### src/rtl/if_stage.sv
// Instruction-fetch stage with IF/ID pipeline register.
// Owns the PC, drives a synchronous-read instruction memory, applies stalls and branch squashes.
module if_stage #(
    parameter int unsigned    PC_W     = 8,
    parameter int unsigned    INSTR_W  = 16,
    parameter logic [PC_W-1:0] RESET_PC = '0
) (
    input  logic               clk,
    input  logic               reset,
    input  logic               stall,
    input  logic               branch_taken,
    input  logic [PC_W-1:0]    branch_target,
    output logic [PC_W-1:0]    imem_addr,
    input  logic [INSTR_W-1:0] imem_rdata,
    output logic [INSTR_W-1:0] instr_out,
    output logic [PC_W-1:0]    pc_out,
    output logic               valid_out,
    output logic               flush_id_ex,
    output logic [15:0]        fetch_count
);

    localparam int unsigned CNT_W = 16;

    logic [PC_W-1:0]    r_pc;
    logic [PC_W-1:0]    w_next_pc;
    logic [INSTR_W-1:0] r_instr;
    logic [PC_W-1:0]    r_pc_out;
    logic               r_valid;
    logic [CNT_W-1:0]   r_fetch_count;

    // Next-PC mux: reset > branch > stall > sequential
    always_comb begin
        w_next_pc = r_pc + PC_W'(1);
        if (reset) begin
            w_next_pc = RESET_PC;
        end else if (branch_taken) begin
            w_next_pc = branch_target;
        end else if (stall) begin
            w_next_pc = r_pc;
        end
    end

    // PC follows next-PC every edge, so imem_rdata always holds the word at r_pc
    always_ff @(posedge clk) begin
        r_pc <= w_next_pc;
    end

    // IF/ID register and accepted-instruction counter
    always_ff @(posedge clk) begin
        if (reset) begin
            r_instr       <= '0;
            r_pc_out      <= '0;
            r_valid       <= 1'b0;
            r_fetch_count <= '0;
        end else if (branch_taken) begin
            r_instr  <= '0;
            r_pc_out <= '0;
            r_valid  <= 1'b0;
        end else if (!stall) begin
            r_instr       <= imem_rdata;
            r_pc_out      <= r_pc;
            r_valid       <= 1'b1;
            r_fetch_count <= r_fetch_count + CNT_W'(1);
        end
    end

    assign imem_addr   = w_next_pc;
    assign flush_id_ex = branch_taken;
    assign instr_out   = r_instr;
    assign pc_out      = r_pc_out;
    assign valid_out   = r_valid;
    assign fetch_count = r_fetch_count;

endmodule
### config.mk
export PLATFORM = sky130hd
export DESIGN_NAME = if_stage
export DESIGN_NICKNAME = d
export VERILOG_FILES = /design/src/rtl/if_stage.sv
export SDC_FILE = /design/constraint.sdc
export NUM_CORES = 1
export LEC_CHECK = 0
export BUFFER_PORTS_ARGS = -buffer_cell sky130_fd_sc_hd__buf_2
export CAP_MARGIN = 5
export CORE_MARGIN = 5
export CORE_UTILIZATION = 30
export DETAILED_ROUTE_END_ITERATION = 12
export PLACE_DENSITY = 0.58
export REMOVE_ABC_BUFFERS = 1
export SYNTH_ARGS = -nofsm -noshare
export SYNTH_HDL_FRONTEND = slang
export SYNTH_SLANG_ARGS = --single-unit
### constraint.sdc
create_clock -name clk -period 4.4 [get_ports clk]
set_input_delay 0.88 -clock clk [delete_from_list [all_inputs] [get_ports clk]]
set_output_delay 0.88 -clock clk [all_outputs]
set_load 0.005 [all_outputs]
== Word level (Yosys, flattened, before mapping) ==
Cells that the tools add are included.
Word-level totals
  logic and storage cells: 14
  output and inout port bits: 50
  latch bits: 0
  bits in writable memories: 0
  memories: 0
  register bits: 49
  ROM bits: 0
Operators by class
  multiplexer cells: 3
  equal/unequal tests: 0
  add/sub/neg operators: 2
  divide/modulo/power cells: 0
  shift operators: 0
  multiply operators: 0
  reduce and logical (&&, ||, !) cells: 2
  bitwise logic cells: 2
  $lt $le $gt $ge: 0
Operator list (number)
  2-to-1 mux 8 bit: 3
  adder 16 x 1 -> 16 bit, second input constant: 1
  adder 8 x 1 -> 8 bit, second input constant: 1
  NOT 1 bit: 2
  AND reduction 2 bit: 1
  OR reduction 2 bit: 1

== Longest topological paths before layout ==
  depth after elaboration: 4
  mapped depth: 5
  gate-level depth less buffers: 5

== Worst setup path before layout ==
Ideal clock, no wire load.
  path kind: input to output
  start point: in stall
  end point: out imem_addr[5]
  path buffers: 0
  setup slack: 1718 ps
  arrival time: 1802 ps
  required time: 3520 ps
  stages on the path: 3
  path through: nand4b_1 or3_1 a311oi_1
On the way
  word-level cells in the longest chain between the ends: 3
Ends and longest elaborated chain
  start: declaration: RTL line 10  | input logic stall,
  2-to-1 mux 8 bit: RTL line 38  | end else if (stall) begin
  2-to-1 mux 8 bit: RTL line 36  | end else if (branch_taken) begin
  2-to-1 mux 8 bit: RTL line 34  | if (reset) begin
  end: declaration: RTL line 13  | output logic [PC_W-1:0] imem_addr,
No other way between the ends.

== Worst setup path after layout ==
  start point: in stall
  end point: out imem_addr[6]
Same word-level chain as after synthesis.

==> flow_summary_export.csv <==
group,metric,value,unit
timing,relSlewSlack,64.5,%
timing,setup_ws,1.08,ns
cts,cts_setup_buffers,0,
layout,fin_cells,367,
cts,clk_latency,0.30,ns
routing,via_count,1667,
global_routing,grt-ovfl-total,0,
power_and_ir_drop,power_leakage,0.00124,µW
timing,fin_skew,0.00663,ns
layout,area_delta_synth_final,27.3,%
global_routing,grt_max_degree,30,
cts,cts_tree,"built",
routing,drc,0,
timing,finalSetupViolCount,0,
logic_synthesis,synthCells,212,
critical_path,cp_data_required_time,3.52,ns
logic_synthesis,yosysMostFrequentCell,"dfxtp_1",
global_routing,antenna_found_initial,0,
placed_design,dpl.cell_count,359,
routing,drtPass1Iterations,4,
logic_synthesis,synth_cell_types,36,
cts,root_buffer,"clkbuf_8",
floorplanning,core.rowCount,30,
floorplanning,num_io_pins,78,
floorplanning,start_util,30.3,%
logic_synthesis,synth-main-ff-cell,"dfxtp_1",
cts,cts_buffers,5,
routing,drt_iter0_drc,36,
power_and_ir_drop,vdd_ir_drop_max,138,µV
placed_design,gp_congestion,0.772,
logic_synthesis,yosys_warnings,0,
critical_path,worstSetupPathType,"in -> out",
timing,tns,0,ns
critical_path,start_kind,"input pin",
logic_synthesis,ys_seq_elements,49,
cts,cts_buffer_depth,2,
cts,cts.sinks,49,
hold_path,hold_class,"reg -> reg",
timing,fin_crit_sh,75.5,%
cts,h-tree-depth,2,
timing,fin_crit,3.32,ns
logic_synthesis,ys_async_sr_fraction,0,%
placed_design,portBuffers,77,
routing,vias_per_cell,4.54,
cts,hold_buffers,0,
critical_path,cp.arrival,2.44,ns
logic_synthesis,synth_largest_area_cell,"dfxtp_1",
logic_synthesis,synth_edf_count,0,
status,status,"finished clean",
routing,wl_per_cell,12.8,µm
flow_run,max_cap_viol_count,0,
layout,final_nets,316,
floorplanning,dieArea,8540,µm²
logic_synthesis,syn_avg_cell_area,9.61,µm²
critical_path,end_kind,"output port",
global_routing,grt_pass1_vias,1598,
logic_synthesis,synth_commonest_cells,"dfxtp_1 (49), nor2_1 (48), mux2i_1 (27)",
cts,clk_pin_slew,0.09,ns
power_and_ir_drop,p_total,880,µW
timing,tightest_slew,0.533,ns
floorplanning,fp.dieW,92.4,µm
floorplanning,fp.coreArea,6720,µm²
routing,routed_wl,4700,µm
logic_synthesis,synth_area_leaders,"dfxtp_1 (48%), mux2i_1 (13%), nor2_1 (8.8%), xor2_1 (3.4%), xnor2_1 (3.0%)",
logic_synthesis,synth_top_area_share,48.2,%
critical_path,cp_max_fo,22,
floorplanning,die_h,92.4,µm
global_routing,grt_pass1_wl,7700,µm
timing,rsz0062_at_grt,"false",
placed_design,hpwl,3490,µm
timing,hold_viol,0,
routing,ant_nets,0,
layout,drive_gt1_share,33.1,%
cts,cts-resized-gates,0,
layout,diodes,0,
power_and_ir_drop,power-per-cell-area,339,nW/µm²
placed_design,dp_slack,1.08,ns
global_routing,grt_usage,11.1,%
logic_synthesis,synth_area,2040,µm²
logic_synthesis,yosysSeqAreaShare,48.2,%
timing,slew_viol_final,0,
timing,fmax,301,MHz
-- layer usage --
layer | wire [µm] | track usage (%) | up-vias
met5 | 0 | 0 | -
met4 | 38 | 2.60 | 0
met3 | 307 | 4.06 | 4
met2 | 2280 | 18.1 | 40
met1 | 2070 | 13.8 | 759
li1 | - | - | 864
-- cells by family after synthesis --
logic type / synth area share, %
AOI/OAI and AO/OA: 4.67
xor gates and xnor gates: 6.45
adders and majority gates: 1.23
buffers and inverters: 3.50
DFF: 48.2
muxes: 14.9
and+or+nand+nor: 21.1
-- power by group --
group / internal [µW] / switching [µW] / total [µW]
sequential: 456 / 9.98 / 466
combinational: 38.0 / 40.2 / 78.2
clock: 185 / 151 / 336
total: 679 / 201 / 880
-- final timing paths --
check                 start              end  slack [ns]  cells past startpoint
max                   stall     imem_addr[6]        1.08                      7
min               valid_out        valid_out        0.45                      2
max reg2reg  fetch_count[2]  fetch_count[15]        2.52                      4
min reg2reg       valid_out        valid_out        0.45                      2
-- final cells by class --
class,instances,area (µm²)
fillers,708,4130
clock buffers,6,82.6
clock inverters,2,37.5
repair buffers,78,393
well taps,80,100
inverters,4,15.0
multi-input cells,148,985
flip-flops and latches,49,981
-- worst max-delay path, stage by stage --
cell	delay (ns)
buf_2	0.26
buf_4	0.39
and4b_1	0.27
nand3_1	0.10
xor2_1	0.07
a211oi_1	0.30
buf_2	0.17
-- registers in the layout, summed over array words and instances, names as in the netlist --
| register | flops |
|---|---|
| instr_out | 16 |
| valid_out | 1 |
| r_pc | 8 |
| pc_out | 8 |
| fetch_count | 16 |
-- cell usage in the layout (no fill, tap or decap), types with 2 or more instances in the layout --
master / count
mux2i_1: 27
or3_1: 3
nand4_1: 4
clkbuf_8: 6
dfxtp_1: 49
xnor2_1: 7
buf_2: 77
nor2b_1: 3
inv_1: 3
and4_1: 2
o21ai_0: 4
ha_1: 2
nor2_1: 48
mux2_2: 2
a21oi_1: 7
nand2_1: 7
nand2b_1: 2
nor3_1: 3
nand3_1: 4
xor2_1: 8
a211oi_1: 3
-- through the flow --
step | util [%] | cell area (µm²) | hold slack (ns)
final | 38.6 | 2590 | 0.452
after global routing | 38.6 | 2590 | 0.496
after CTS | 38.6 | 2590 | 0.458
after detailed placement | 36.8 | 2470 | 0.444
after global placement | 36.8 | 2470 | 0.436
after floorplan | - | 1980 | 0.447
Note: power is estimated with default switching activity, not from simulation.
